[src/rtl/imem_loader.sv]
// Boot-time instruction-memory loader: receives a framed byte stream, assembles
// little-endian words, writes them to imem and releases the core on a good checksum.
module imem_loader #(
  parameter logic [7:0]  BASE_ADDR   = 8'h00,
  parameter int unsigned MAX_WORDS   = 64,
  parameter int unsigned TIMEOUT_CYC = 1024
) (
  input  logic        clk_90,
  input  logic        rst_90,
  input  logic        start,
  input  logic        in_valid,
  input  logic [7:0]  in_data,
  output logic        in_ready,
  output logic        wren_90,
  output logic [7:0]  addr,
  output logic [31:0] data_in_90,
  output logic        core_rst_n,
  output logic        busy,
  output logic        done,
  output logic        err,
  output logic [6:0]  words_loaded
);

  localparam int unsigned TMO_W = $clog2(TIMEOUT_CYC + 1);

  typedef enum logic [2:0] {
    S_IDLE, S_LEN, S_DATA, S_WRITE, S_CSUM, S_DONE, S_ERR
  } state_e;

  state_e      state_q, state_d;
  logic [7:0]  csum_q, csum_d;
  logic [6:0]  len_q, len_d;
  logic [1:0]  byte_idx_q, byte_idx_d;
  logic [5:0]  word_idx_q, word_idx_d;
  logic [31:0] word_q, word_d;
  logic [TMO_W-1:0] tmo_q, tmo_d;

  logic        in_ready_q, in_ready_d;
  logic        wren_q, wren_d;
  logic [7:0]  addr_q, addr_d;
  logic [31:0] data_q, data_d;
  logic        core_rst_n_q, core_rst_n_d;
  logic        busy_q, busy_d;
  logic        done_q, done_d;
  logic        err_q, err_d;
  logic [6:0]  words_q, words_d;

  logic hs;
  logic tmo_hit;

  assign hs      = in_valid && in_ready_q;
  assign tmo_hit = (tmo_q == TMO_W'(TIMEOUT_CYC - 1));

  // Next-state and registered-output computation
  always_comb begin
    state_d    = state_q;
    csum_d     = csum_q;
    len_d      = len_q;
    byte_idx_d = byte_idx_q;
    word_idx_d = word_idx_q;
    word_d     = word_q;
    tmo_d      = tmo_q;
    addr_d     = addr_q;
    data_d     = data_q;
    words_d    = words_q;

    unique case (state_q)
      S_IDLE, S_DONE, S_ERR: begin
        if (start) begin
          state_d = S_LEN;
          csum_d  = 8'h00;
          words_d = 7'd0;
          tmo_d   = '0;
        end
      end
      S_LEN: begin
        if (hs) begin
          csum_d = csum_q + in_data;
          len_d  = in_data[6:0];
          tmo_d  = '0;
          if (in_data > 8'(MAX_WORDS)) begin
            state_d = S_ERR;
          end else if (in_data == 8'h00) begin
            state_d = S_CSUM;
          end else begin
            state_d    = S_DATA;
            byte_idx_d = 2'd0;
            word_idx_d = 6'd0;
          end
        end else if (tmo_hit) begin
          state_d = S_ERR;
        end else begin
          tmo_d = tmo_q + TMO_W'(1);
        end
      end
      S_DATA: begin
        if (hs) begin
          csum_d = csum_q + in_data;
          tmo_d  = '0;
          word_d[{byte_idx_q, 3'b000} +: 8] = in_data;
          byte_idx_d = byte_idx_q + 2'd1;
          // Latch the write beat so wren, addr and data line up in WRITE
          if (byte_idx_q == 2'd3) begin
            state_d = S_WRITE;
            data_d  = word_d;
            addr_d  = BASE_ADDR + {word_idx_q, 2'b00};
            words_d = words_q + 7'd1;
          end
        end else if (tmo_hit) begin
          state_d = S_ERR;
        end else begin
          tmo_d = tmo_q + TMO_W'(1);
        end
      end
      S_WRITE: begin
        word_idx_d = word_idx_q + 6'd1;
        state_d    = (7'(word_idx_q) == len_q - 7'd1) ? S_CSUM : S_DATA;
      end
      S_CSUM: begin
        if (hs) begin
          tmo_d   = '0;
          state_d = (in_data == csum_q) ? S_DONE : S_ERR;
        end else if (tmo_hit) begin
          state_d = S_ERR;
        end else begin
          tmo_d = tmo_q + TMO_W'(1);
        end
      end
      default: state_d = S_IDLE;
    endcase

    in_ready_d   = (state_d == S_LEN) || (state_d == S_DATA) || (state_d == S_CSUM);
    busy_d       = in_ready_d || (state_d == S_WRITE);
    wren_d       = (state_d == S_WRITE);
    done_d       = (state_d == S_DONE);
    err_d        = (state_d == S_ERR);
    core_rst_n_d = (state_d == S_DONE);
  end

  always_ff @(posedge clk_90) begin
    if (rst_90) begin
      state_q      <= S_IDLE;
      csum_q       <= 8'h00;
      len_q        <= 7'd0;
      byte_idx_q   <= 2'd0;
      word_idx_q   <= 6'd0;
      word_q       <= 32'h0;
      tmo_q        <= '0;
      in_ready_q   <= 1'b0;
      wren_q       <= 1'b0;
      addr_q       <= 8'h00;
      data_q       <= 32'h0;
      core_rst_n_q <= 1'b0;
      busy_q       <= 1'b0;
      done_q       <= 1'b0;
      err_q        <= 1'b0;
      words_q      <= 7'd0;
    end else begin
      state_q      <= state_d;
      csum_q       <= csum_d;
      len_q        <= len_d;
      byte_idx_q   <= byte_idx_d;
      word_idx_q   <= word_idx_d;
      word_q       <= word_d;
      tmo_q        <= tmo_d;
      in_ready_q   <= in_ready_d;
      wren_q       <= wren_d;
      addr_q       <= addr_d;
      data_q       <= data_d;
      core_rst_n_q <= core_rst_n_d;
      busy_q       <= busy_d;
      done_q       <= done_d;
      err_q        <= err_d;
      words_q      <= words_d;
    end
  end

  assign in_ready     = in_ready_q;
  assign wren_90      = wren_q;
  assign addr         = addr_q;
  assign data_in_90   = data_q;
  assign core_rst_n   = core_rst_n_q;
  assign busy         = busy_q;
  assign done         = done_q;
  assign err          = err_q;
  assign words_loaded = words_q;

endmodule

[config.mk]
export PLATFORM = sky130hd
export DESIGN_NAME = imem_loader
export DESIGN_NICKNAME = d
export VERILOG_FILES = /design/src/rtl/imem_loader.sv
export SDC_FILE = /design/constraint.sdc
export NUM_CORES = 1
export LEC_CHECK = 0
export CAP_MARGIN = 10
export CORE_ASPECT_RATIO = 1.2
export CORE_MARGIN = 2
export CORE_UTILIZATION = 45
export CTS_CLUSTER_DIAMETER = 200
export DETAILED_ROUTE_END_ITERATION = 12
export PLACE_DENSITY = 0.71
export RECOVER_POWER = 25
export SLEW_MARGIN = 5
export SYNTH_ARGS = -nofsm -noshare
export SYNTH_HDL_FRONTEND = slang
export SYNTH_SLANG_ARGS = --single-unit
[constraint.sdc]
create_clock -name clk_90 -period 4 [get_ports clk_90]
set_input_delay 0.6 -clock clk_90 [delete_from_list [all_inputs] [get_ports clk_90]]
set_output_delay 0.6 -clock clk_90 [all_outputs]
set_load 0.02 [all_outputs]
Word-level counts from Yosys, hierarchy flattened --
Index checks and enable logic that the tools add are counted. W data, S select, Z words.
Cells by class: shifts and indexed selects 2, order comparisons 1, reductions and logical operators 22, eq/ne operators 24, add/subtract/negate cells 7, multiplexer cells 32
Operators with widths (count):
- $mux W11 | 3
- $bwmux W32 | 1
- $shift A8 B7 Y32 const A | 1
- $shiftx A8 B7 Y32 | 1
- $mux W3 | 9
- $pmux W11 S2 | 1
- $mux W7 | 3
- $eq A3 B3 Y1 const B | 6
- $mux W6 | 3
- $mux W8 | 2
- $pmux W8 S2 | 1
- $pmux W3 S5 | 1
- $pmux W7 S2 | 1
- $eq A3 B2 Y1 const B | 4
- $ne A2 B2 Y1 const B | 6
- $pmux W6 S2 | 1
- $add A11 B1 Y11 const B | 1
- $eq A11 B10 Y1 const B | 1
- $mux W2 | 5
- $reduce_bool A2 Y1 | 5
- $reduce_and A3 Y1 | 3
- $add A8 B8 Y8 | 1
- $eq A8 B8 Y1 | 1
- $gt A8 B7 Y1 const B | 1
- 20 further kinds | 26
Word-level totals: register bits 119, output and inout port bits 53, word-level logic and storage cells 103

Logic depth before layout (Yosys ltp) --
Gate-level depths: netlist of run 1.
depth in word-level cells 9, gate-level depth with buffers 10, depth with buffers taken out 10

Worst setup path before layout of run 1 --
Ideal clock, no wire load.
path type input to register, start in in_data[5], end reg busy_q (netlist: busy), arrival time 2058 ps, required time 3894 ps, path buffers 0, path slack 1836 ps, stages on the path 8, path through ha_1 -> nor4_1 -> nand4_1 -> o21ai_0 -> a32oi_1 -> a31oi_4 -> nand4_1 -> o311ai_0
On the way: cells in the longest elaborated chain, start to end 9, elaborated cells between the ends (all ways) 16, classes of those cells 1 x order compare; 5 x eq/ne; 6 x mux; 4 x reduce/logical
RTL lines:
- start, declared | RTL line 12 | input logic [7:0] in_data,
- branches (longest 4 deep; another with $gt A8 B7 Y1)
- $pmux W3 S5 (*) | RTL line 67 | unique case (state_q)
- $eq A3 B1 Y1 or $eq A3 B2 Y1 (tied branches) | RTL line 132 | in_ready_d = (state_d == S_LEN) || (state_d == S_DATA) || (state_d == S_CSUM);
- $logic_or A1 B1 Y1 (2 in series) | RTL line 132
- $logic_or A1 B1 Y1 (*) | RTL line 133 | busy_d = in_ready_d || (state_d == S_WRITE);
- end signal, assigned | RTL line 171 | busy_q <= busy_d;
- end, declared | RTL line 43 | logic busy_q, busy_d;
Mark *: on every way between the ends. A chain may end at the register's enable or synchronous reset.

Final worst setup path of run 1 --
start in in_valid, end reg csum_q[7]
On the way: cells in the longest elaborated chain, start to end 3
RTL lines:
- start, declared | RTL line 11 | input logic in_valid,
- $logic_and A1 B1 Y1 | RTL line 51 | assign hs = in_valid && in_ready_q;
- $ne A2 B1 Y1 (no source line)
- $reduce_and A3 Y1 (no source line)
- end signal, assigned | RTL line 160 | csum_q <= csum_d;
- end, declared | RTL line 31 | logic [7:0] csum_q, csum_d;
No other way between the ends.

==> key figures, run 1 <==
Status
  – Outcome: complete, no violations

Clocking
  – CTS buffer count: 17
  – CTS tree: yes
  – CTS resizes: 0
  – # clock sinks: 119
  – Clock Pin Slew Worst Setup and Hold Paths: 50 ps
  – CTS Root Cell: clkbuf_16
  – H-tree levels: 4
  – Clk_lat worst skew: 410 ps
  – Clk buf depth: 2
  – CTS Hold Bufs: 0
  – Post-CTS setup buffers: 0

Yosys
  – Synthesized instance count: 657
  – Top_reg_cell synth: dfxtp_1
  – Ys async rst share: 0
  – Adder-cell share of the synthesized area: 0.04165
  – Post-synthesis mux area share: 0.005374
  – Yosys Warn Count: 0
  – Post-Syn Area: 5588 um^2
  – Sequential cell area fraction in the yosys report: 0.4263
  – Post-synth EDFFs: 0
  – Largest family of logic cells by synthesized area: simple AND/OR/NAND/NOR gates
  – Post-synthesis compound-gate area fraction: 0.2091
  – Post-synth cell types: 65
  – Syn Area/Cell: 8.505 um^2
  – Simple-gate portion of the synthesized area: 0.2217
  – XOR/XNOR share of the synthesized area: 0.04859
  – Synthesized flop and latch total: 119

Setup path
  – Startpoint Class: input pin
  – Crit end category: flip-flop
  – Crit Path Max Fanout: 15
  – CP required: 4350 ps
  – Crit path DAT: 3140 ps
  – Setup slack, reg-to-reg: 1480 ps
  – Crit path kind: in -> reg

Job
  – Max cap viols: 0

Pwr
  – Peak VDD IR: 270.0 uV
  – Post-layout total power: 2833 uW
  – Pwr per Cell Area: 416.3 nW/um^2
  – Leak pwr: 0.002467 uW

Route
  – Final WL: 13.25 mm
  – Vias: 4886
  – Number of DRC markers in iteration 0: 292
  – Vias per cell: 5.584
  – DR DRC count: 0
  – Length of the first detailed-routing pass in iterations: 5
  – Drt wl/cell: 15.14 um
  – Routed Antenna Nets: 0

Placement
  – Pre-CTS setup slack: 805.0 ps
  – Port Buffer Count: 62
  – DP HPWL: 8.978 mm
  – DP Area: 6304 um^2
  – Placer Congestion: 0.9178

Global route
  – Total grt overflow: 0
  – Largest net degree at the start of global routing: 71
  – Number of global-route vias before repair: 4672
  – First-pass GRT wire length: 22.38 mm
  – Gr usage total: 0.2074
  – Initial antenna violation count: 0

Floorplanning
  – Core area: 12110 um^2
  – Starting Density: 0.4614
  – Die W: 105.7 um
  – IO Pins: 65
  – Die height: 126.1 um
  – Die area: 13330 um^2
  – Num rows: 44

STA
  – Clk_skew: 6.783 ps
  – RSZ-0062 raised after global routing: false
  – Final worst slack: 1211 ps
  – Final period util: 0.6973
  – TNS Setup: 0 ps
  – Max Slew Vio Count: 0
  – Worst Max-Slew Pin Slew: 917.7 ps
  – Max_slew headroom: 0.3835
  – F_max: 0.3586 GHz
  – Final setup fails: 0
  – Minimum clock period: 2789 ps
  – Hold Fails Final Rpt: 0

Cells and area
  – Antenna diodes: 0
  – Area grow syn2layout: 21.79%
  – Final Cell Area: 6805 um^2
  – Fraction of final layout cells sized beyond drive strength 1: 0.07003
  – Most frequent cells in the layout: dfxtp_1, nor2_1, a211oi_1
  – Final net count: 736
  – Commonest non-fill, non-tap cell in the layout: dfxtp_1

Worst hold path
  – Hold Path Class: reg -> reg
==> final timing paths <==
check	from	to	cells after the start
setup reg to reg	byte_idx_q[0]	word_q[11]	6
setup / recovery	in_valid	csum_q[7]	7
hold / removal	tmo_q[10]	tmo_q[10]	2
hold reg to reg	tmo_q[10]	tmo_q[10]	2
==> sequential cells by signal, summed over array words and instances, names as in the netlist <==
register / cells
addr: 6
busy: 1
byte_idx_q: 2
csum_q: 8
data_in_90: 32
done: 1
err: 1
in_ready: 1
len_q: 7
state_q: 3
tmo_q: 11
word_idx_q: 6
word_q: 32
words_loaded: 7
wren_90: 1
==> cell type report <==
class                      count  area (um^2)
fill                        1089         5306
clock buffer                  22        474.2
timing repair buffer          73        698.2
sequential                   119         2382
clock inverter                 5        27.53
tap                          161        201.4
inverter                      17        63.81
multi-input combinational    478         2958
==> cells by family after synthesis <==
| group | after synthesis |
|---|---|
| AND/OR/NAND/NOR | 257 |
| buffers and inverters | 61 |
| XOR/XNOR | 31 |
| multiplexers | 3 |
| other | 1 |
| flip-flops | 119 |
| adder cells (fa/ha/maj) | 18 |
| AO/OA/AOI/OAI | 167 |
==> per-stage QoR <==
stage	hold WS, ps	util	std cells
5_1_grt	452.1	0.5619	875
3_3_place_gp	417.5	0.5205	848
4_1_cts	425.6	0.5619	875
2_1_floorplan	403.0	-	658
6_report	426.3	0.5619	875
3_5_place_dp	417.2	0.5205	848
==> cell usage after synthesis (5+ instances only) <==
cell type / n / area share
clkbuf_1: 25 / 0.017
o21ai_0: 7 / 0.0063
nand4_1: 11 / 0.012
nand3_1: 18 / 0.016
xnor2_1: 14 / 0.022
nand2_1: 42 / 0.028
a22oi_1: 12 / 0.016
nor2b_1: 26 / 0.029
and3_1: 6 / 0.0067
dfxtp_1: 119 / 0.43
a21oi_1: 50 / 0.045
inv_1: 17 / 0.011
buf_2: 10 / 0.0090
a211oi_1: 65 / 0.087
nor2_1: 114 / 0.077
xor2_1: 17 / 0.027
nor3_1: 12 / 0.011
ha_1: 17 / 0.038
buf_1: 5 / 0.0034
==> worst max-delay path, cell delays in order <==
cell	delay, ps
clkdlybuf4s50_1	470
and2_0	680
nand2_1	240
nor2_1	530
nor4bb_1	400
o21bai_1	120
nand3_1	80
==> layer usage <==
metal  track usage  wire (um)  vias to the layer above
met3       0.03882        500                       32
met1        0.2531       5886                     2307
met5             0          0                        -
met2        0.3507       6507                      123
li1              -          -                     2424
met4        0.1006        350                        0
==> power by group <==
group          total [uW]  internal, uW  switching (uW)  leakage (uW)
combinational         284           105             179       0.00126
clock                1310           815             495      0.000249
sequential           1240          1210            28.7      0.000960
Power figures use the tool's default switching activity.
==> run 2, diff against run 1 <==
==> constraint.sdc (replaced) <==
create_clock -name clk_90 -period 2.7 [get_ports clk_90]
set_input_delay 0.405 -clock clk_90 [delete_from_list [all_inputs] [get_ports clk_90]]
set_output_delay 0.405 -clock clk_90 [all_outputs]
set_load 0.02 [all_outputs]
==> run 2 against run 1 <==
Cell count increased by 2.7%. Core utilization increased by 1.8 points. Flip-flop and latch count unchanged. First-iteration DRC count increased by 5.5%. Critical endpoint is now busy. Wire length increased by 3.3%. Sequential share of layout area decreased by 1.1 points. Total power increased by 54%. Register-to-register slack got worse by 1200 ps.
==> key figures, run 2 (synthesized netlist as in run 1, its figures left out) <==
Status
  – Outcome: complete, no violations

Floorplanning
  – IO Pins: 65
  – Starting Density: 0.4614
  – Die height: 126.1 um
  – Die area: 13330 um^2
  – Num rows: 44
  – Die W: 105.7 um
  – Core area: 12110 um^2

Route
  – Number of DRC markers in iteration 0: 308
  – Vias: 4890
  – Drt wl/cell: 15.22 um
  – DR DRC count: 0
  – Final WL: 13.68 mm
  – Routed Antenna Nets: 0
  – Vias per cell: 5.439
  – Length of the first detailed-routing pass in iterations: 4

Global route
  – Initial antenna violation count: 0
  – Total grt overflow: 0
  – Largest net degree at the start of global routing: 67
  – Number of global-route vias before repair: 4665
  – First-pass GRT wire length: 22.91 mm
  – Gr usage total: 0.2124

Clocking
  – # clock sinks: 119
  – Clk_lat worst skew: 410 ps
  – CTS resizes: 0
  – CTS buffer count: 17
  – H-tree levels: 4
  – Clk buf depth: 2
  – Post-CTS setup buffers: 0
  – Clock Pin Slew Worst Setup and Hold Paths: 50 ps
  – CTS Root Cell: clkbuf_16
  – CTS tree: yes
  – CTS Hold Bufs: 0

STA
  – RSZ-0062 raised after global routing: false
  – F_max: 0.4028 GHz
  – Worst Max-Slew Pin Slew: 838.4 ps
  – Minimum clock period: 2482 ps
  – Clk_skew: 10.17 ps
  – Final period util: 0.9194
  – TNS Setup: 0 ps
  – Max_slew headroom: 0.4410
  – Max Slew Vio Count: 0
  – Final setup fails: 0
  – Hold Fails Final Rpt: 0

Pwr
  – Clock Power Share: 0.478
  – Peak VDD IR: 375.8 uV
  – Sw frac: 0.2619
  – Psw: 1146 uW
  – Leak pwr: 0.002588 uW
  – Comb power frac: 0.103
  – Pwr per Cell Area: 622.8 nW/um^2
  – Internal power: 3230 uW
  – Sequential share of power: 0.419

Setup path
  – CP max stage delay: 440 ps
  – Crit path DAT: 2780 ps
  – Crit path kind: in -> reg
  – R2R Path Start: len_q[0]
  – Slowest stage cell, crit path: clkdlybuf4s50_1
  – Setup slack, reg-to-reg: 330 ps
  – Crit-path cells: clkdlybuf4s50_1, ha_1, nor4_1, buf_4, nand4_1, o21ai_0, a32oi_1, a31oi_4, nand4_1, o311ai_0
  – Startpoint Class: input pin
  – Crit Path Max Fanout: 6
  – Launch point of the worst path: in_data[5]
  – Crit Reg-Reg Endpoint: busy
  – CP required: 3000 ps
  – R2R depth: 9
  – Crit end category: flip-flop
  – Most used cell, CP: nand4_1
  – Worst setup endpoint: busy

Cells and area
  – Final net count: 755
  – Commonest non-fill, non-tap cell in the layout: dfxtp_1
  – Most frequent cells in the layout: dfxtp_1, nor2_1, a211oi_1
  – Antenna diodes: 0
  – Final Cell Area: 7027 um^2
  – Area grow syn2layout: 25.75%
  – Fraction of final layout cells sized beyond drive strength 1: 0.1030
  – Layout fillers: 1106

Placement
  – DP Area: 6471 um^2
  – DP HPWL: 9.640 mm
  – Placer Congestion: 0.8825
  – Port Buffer Count: 62

Job
  – Max cap viols: 0

Worst hold path
  – Hold Path Class: in -> reg
run 2: cell type report:
type                            instances  area [um^2]  area share
Clock buffer                           17        425.4     0.06054
Timing Repair Buffer                   92        865.8      0.1232
Multi-Input combinational cell        478         2958      0.4209
Sequential cell                       119         2382      0.3390
Clock inverter                         15        130.1     0.01852
Tap cell                              161        201.4     0.02867
Inverter                               17        63.81    0.009081
run 2: through the flow:
stage                     utilization  hold WS (ps)  cells  total power (uW)  worst slack [ps]
after CTS                      0.5802         419.6    899              4423             285.2
after global placement         0.5343         419.4    867              2307            -122.1
after global routing           0.5802         462.9    899              4551             79.77
after floorplan                     -         403.0    658              2164             638.5
final                          0.5802         435.1    899              4376             217.5
after detailed placement       0.5343         423.4    867              2319            -192.9
run 2: how the worst min path moves through the flow:
stage,end,cells after the start,start
finish,words_loaded[0],2,rst_90
global route,tmo_q[10],2,tmo_q[10]
CTS,word_idx_q[0],2,rst_90
detailed placement,tmo_q[10],2,tmo_q[10]
global placement,tmo_q[10],2,tmo_q[10]
floorplan,tmo_q[10],2,tmo_q[10]
run 2: power by group through the flow:
stage | Combinational (uW) | Clock (uW) | Sequential, uW
floorplan | 304 | 0 | 1860
global route | 491 | 2220 | 1840
global placement | 437 | 0 | 1870
finish | 450 | 2090 | 1830
detailed placement | 449 | 0 | 1870
CTS | 452 | 2140 | 1830
run 2: critical path, delay by kind of cell:
kind	cells	cell delay, ps
buffers and inverters	2	620
AND/OR/NAND/NOR	3	700
AO/OA/AOI/OAI	4	730
adder cells (fa/ha/maj)	1	320
run 2: per-layer routing:
| metal | share of wire | GRT usage |
|---|---|---|
| met1 | 0.44 | 0.2694 |
| met3 | 0.046 | 0.04296 |
| met4 | 0.013 | 0.07508 |
| met2 | 0.50 | 0.3586 |
| met5 | 0 | 0 |
